`config.mk`:
```
export PLATFORM = sky130hd
export DESIGN_NAME = fetch_sequencer
export DESIGN_NICKNAME = d
export VERILOG_FILES = /design/src/rtl/fetch_pkg.sv /design/src/rtl/fetch_pc_unit.sv /design/src/rtl/fetch_sequencer.sv
export SDC_FILE = /design/constraint.sdc
export NUM_CORES = 1
export LEC_CHECK = 0
export CORE_ASPECT_RATIO = 1.1
export CORE_MARGIN = 2
export CORE_UTILIZATION = 47
export DETAILED_ROUTE_END_ITERATION = 10
export HOLD_SLACK_MARGIN = 0.03
export PLACE_DENSITY_LB_ADDON = 0.08
export SYNTH_ARGS = -nofsm -noshare
export SYNTH_HDL_FRONTEND = slang
export SYNTH_SLANG_ARGS = --single-unit
```
`constraint.sdc`:
```
create_clock -name clk -period 4.82 [get_ports clk]
set_clock_uncertainty 0.15 [all_clocks]
set_input_delay 0.964 -clock clk [delete_from_list [all_inputs] [get_ports clk]]
set_output_delay 0.964 -clock clk [all_outputs]
set_load 0.02 [all_outputs]
```
`src/rtl/fetch_pkg.sv`:
```
// fetch_pkg: shared types and constants for the fetch sequencer.
// Provides the FSM state encoding, the NOP instruction word,
// instruction field positions and the HALT opcode value.
package fetch_pkg;

    typedef enum logic [2:0] {
        S_IDLE,
        S_FETCH,
        S_ISSUE,
        S_EXECUTE,
        S_HALTED
    } state_t;

    localparam logic [8:0] NOP_INSTR   = 9'h1E0;
    localparam logic [3:0] HALT_OPCODE = 4'd1;

    localparam int OPC_HI = 8;
    localparam int OPC_LO = 5;
    localparam int WRR_HI = 4;
    localparam int WRR_LO = 2;
    localparam int IMM_HI = 4;
    localparam int IMM_LO = 0;

endpackage

```
`src/rtl/fetch_pc_unit.sv`:
```
// fetch_pc_unit: combinational next-PC computation.
// Ports:
//   pc           current program counter
//   imm          5-bit signed branch offset
//   branch_taken add sign-extended imm on top of the +1 step
//   restart      force next PC to 0
//   pc_next      next program counter (modulo 2^PC_W)
module fetch_pc_unit #(
    parameter int PC_W = 8
) (
    input  logic [PC_W-1:0] pc,
    input  logic [4:0]      imm,
    input  logic            branch_taken,
    input  logic            restart,
    output logic [PC_W-1:0] pc_next
);

    logic [PC_W-1:0] offset;

    always_comb begin
        offset  = branch_taken ? {{(PC_W-5){imm[4]}}, imm} : '0;
        pc_next = restart ? '0 : pc + PC_W'(1) + offset;
    end

endmodule

```
`src/rtl/fetch_sequencer.sv`:
```
// fetch_sequencer: single-issue instruction fetch/issue sequencer.
// Ports:
//   clk, rst_n        clock, asynchronous active-low reset
//   start             begins execution from IDLE, restarts from HALTED
//   imem_req/addr     instruction read request and address (= pc)
//   imem_ack/data     read completion and instruction word
//   opcode/wr_reg/imm instruction fields held in IR, to decoder
//   instr_valid       one-cycle pulse when a new instruction is presented
//   halt              decoder HALT, sampled only with exec_done
//   branch_taken      ALU branch decision, valid with exec_done
//   exec_done         datapath finished current instruction
//   pc                current program counter
//   halted            high while in HALTED
module fetch_sequencer
    import fetch_pkg::*;
#(
    parameter int PC_W    = 8,
    parameter int INSTR_W = 9
) (
    input  logic               clk,
    input  logic               rst_n,
    input  logic               start,
    output logic               imem_req,
    output logic [PC_W-1:0]    imem_addr,
    input  logic               imem_ack,
    input  logic [INSTR_W-1:0] imem_data,
    output logic [3:0]         opcode,
    output logic [2:0]         wr_reg,
    output logic [4:0]         imm,
    output logic               instr_valid,
    input  logic               halt,
    input  logic               branch_taken,
    input  logic               exec_done,
    output logic [PC_W-1:0]    pc,
    output logic               halted
);

    state_t              state, state_n;
    logic [INSTR_W-1:0]  ir;
    logic [PC_W-1:0]     pc_next;
    logic                pc_load;
    logic                restart;

    assign restart = (state == S_HALTED) && start;

    // PC only moves on a non-halting completion or a restart from HALTED.
    assign pc_load = restart || ((state == S_EXECUTE) && exec_done && !halt);

    fetch_pc_unit #(.PC_W(PC_W)) u_pc_unit (
        .pc           (pc),
        .imm          (imm),
        .branch_taken (branch_taken),
        .restart      (restart),
        .pc_next      (pc_next)
    );

    always_comb begin
        state_n = state;
        case (state)
            S_IDLE:    state_n = start ? S_FETCH : S_IDLE;
            S_FETCH:   state_n = imem_ack ? S_ISSUE : S_FETCH;
            S_ISSUE:   state_n = S_EXECUTE;
            S_EXECUTE: state_n = !exec_done ? S_EXECUTE : (halt ? S_HALTED : S_FETCH);
            S_HALTED:  state_n = start ? S_FETCH : S_HALTED;
            default:   state_n = S_IDLE;
        endcase
    end

    always_ff @(posedge clk or negedge rst_n) begin
        if (!rst_n) begin
            state <= S_IDLE;
            pc    <= '0;
            ir    <= INSTR_W'(NOP_INSTR);
        end else begin
            state <= state_n;
            if (state == S_FETCH && imem_ack)
                ir <= imem_data;
            else if (restart)
                ir <= INSTR_W'(NOP_INSTR);
            if (pc_load)
                pc <= pc_next;
        end
    end

    // All outputs decode from state or IR only; no input-to-output paths.
    assign imem_req    = (state == S_FETCH);
    assign imem_addr   = pc;
    assign instr_valid = (state == S_ISSUE);
    assign halted      = (state == S_HALTED);
    assign opcode      = ir[OPC_HI:OPC_LO];
    assign wr_reg      = ir[WRR_HI:WRR_LO];
    assign imm         = ir[IMM_HI:IMM_LO];

endmodule

```
==> results.cfg <==
[yosys]
ys_seq_area_share_pct = 40.0
ys.flop_type = dfrtp_1
synth-seq-cells = 20
synth_edf_count = 0
avgSynthCellArea_sq_um = 9.49
synth_cell_type_count = 39
synthCells = 133
ys_async_sr_fraction_pct = 100
yosys_warnings = 0
synth_nets = 156
synth_area_sq_mm = 0.00126

[finish]
layout_commonest_cell = clkdlybuf4s50_1
syn_to_final_growth_pct = 36.4
drive_gt1_share_pct = 5.88
layout.cells.non_filler = 201
final_cell_mix = clkdlybuf4s50_1, dfrtp_1, nand2_1, nor2_1
nets = 194
n_antenna_cell = 0

[power]
vdd_drop_max_v = 0.000407
p_leak_nw = 0.714
powerDensity_mw_per_mm2 = 673

[floorplan]
core_area_sq_mm = 0.00252
start_util_pct = 50.1
rows = 19
die-area_sq_mm = 0.00312
ios = 47
die_w_microns = 53.4
die_h_microns = 58.4

[critical_path]
cp_cell_sequence = clkdlybuf4s50_1 > nand2_1 > ha_1 > fa_1 > nand2b_1 > a21oi_1 > a22oi_1 > a311o_1 > o21ai_0
worst-path-stages = 9
r2r_end = imem_addr[5]
rrSetupSlack_ns = 2.45
worstReg2RegStart = ir[2]
arrival_ns = 3.18
crit_path_end_kind = flop
cp_top_family = compound AO/OA/AOI/OAI gates
startpoint_type = primary input
required_ns = 4.89
critPathMaxFanout = 5
crit_slowest_cell = clkdlybuf4s50_1
path_class = in -> reg
cp_slowest_stage_delay_ns = 0.52
rr_worst_depth = 7
critPathBufInv = 1
cp-startpoint = branch_taken

[placed_design]
gp_congestion = 0.878
hpwl_mm = 2.24
dp.cells = 197
place_ws_ns = 1.41
portBuffers = 46

[drt]
ant_nets = 0
first_pass_iters = 4
drt_iter0_markers = 22
drc = 0
avgRoutedWirePerCell_microns = 14.2
vias = 1133
wl_mm = 2.85
viasPerCell = 5.64

[clocking]
worstSkewPairLatency_ns = 0.30
post-cts-setup-buffer-count = 0
root_buffer = clkbuf_4
tritoncts = done
numCtsBuffers = 3
postCtsHoldBufs = 0
htreeDepth = 1
clock_sinks = 20
clk_pin_slew_worst_paths_ns = 0.12
post_cts_resized = 0
clockBufferDepth = 2

[min_path]
holdPathEnd = ir[6]
hp-start = ir[6]
hold_depth = 1
hold_class = reg -> reg

[grt]
grt_max_degree = 21
grt_overflow = 0
antenna_found_initial = 0
grtUsageTotal_pct = 20.2
grt_pass1_wl_mm = 4.72
grt_pass1_vias = 1067

[timing]
rsz0062_at_grt = no
timing.final.ws_setup_ns = 1.71
timing.fmax_mhz = 322
slew_headroom_pct = 39.2
max_slew.worst_pin.slew_ns = 0.909
hold_viol = 0
finalMaxSlewViolations = 0
fin_crit_ns = 3.11
setup_viol = 0
finalSetupTns_ns = 0
period_share_pct = 64.5
holdWs_ns = 0.374

[run_status]
outcome = completed

[run]
max_cap_violations = 0
==> worst max-delay path by stage <==
stage	end	slack, ns
3_3_place_gp	imem_addr[5]	1.47
2_1_floorplan	imem_addr[5]	2.02
6_report	imem_addr[6]	1.71
4_1_cts	imem_addr[6]	1.73
5_1_grt	imem_addr[6]	1.61
3_5_place_dp	imem_addr[6]	1.41
==> per-stage QoR <==
| stage | power, mW | util (%) | instance area (sq um) |
|---|---|---|---|
| 4_1_cts | 1.17 | 68.3 | 1720 |
| 3_5_place_dp | 1.03 | 66.2 | 1670 |
| 6_report | 1.16 | 68.3 | 1720 |
| 2_1_floorplan | 0.783 | - | 1260 |
| 5_1_grt | 1.25 | 68.3 | 1720 |
| 3_3_place_gp | 1.01 | 66.2 | 1670 |
==> power breakdown <==
part           internal [mW]  switching (mW)  total (mW)  leakage (nW)
Clock                 0.0840          0.0529       0.137        0.0279
Combinational          0.337           0.342       0.679         0.439
Sequential             0.253          0.0907       0.343         0.247
Total                  0.673           0.486        1.16         0.714
==> cell type report <==
class | instances | area (sq um)
fill | 214 | 798
multi-input combinational | 92 | 634
sequential | 20 | 505
timing repair buffer | 46 | 460
tap | 31 | 38.8
clock inverter | 1 | 30.0
inverter | 8 | 30.0
clock buffer | 3 | 22.5
==> cells in the mapped netlist, types with 6 or more instances <==
| cell | n | area [sq um] |
|---|---|---|
| a21oi_1 | 6 | 30.0 |
| nor2_1 | 10 | 37.5 |
| nand2_1 | 10 | 37.5 |
| dfrtp_1 | 16 | 400 |
| a22o_1 | 6 | 52.6 |
| inv_1 | 8 | 30.0 |
| buf_4 | 11 | 82.6 |
| o21ai_0 | 8 | 40.0 |
| ha_1 | 6 | 75.1 |
==> sequential cells by signal (all words and copies together), names as in the netlist <==
name,count
imem_addr,8
ir,9
state,3
==> metal layers <==
metal | part of all wire, % | GRT usage [%]
met1 | 42 | 26.3
met2 | 52 | 33.9
met3 | 5.9 | 3.30
met4 | 0.42 | 6.59
met5 | 0 | 0
==> cells by family (layout without fill, tap and decap cells) <==
kind of cell	Yosys count	count (layout)	share of synthesized area, %
flip-flops	20	20	40.0
adder cells (fa/ha/maj)	7	7	7.53
AO/OA/AOI/OAI	42	42	24.2
AND/OR/NAND/NOR	42	42	17.8
buffers and inverters	21	58	9.71
XOR/XNOR	1	1	0.694
Power figures use the tool's default switching activity.
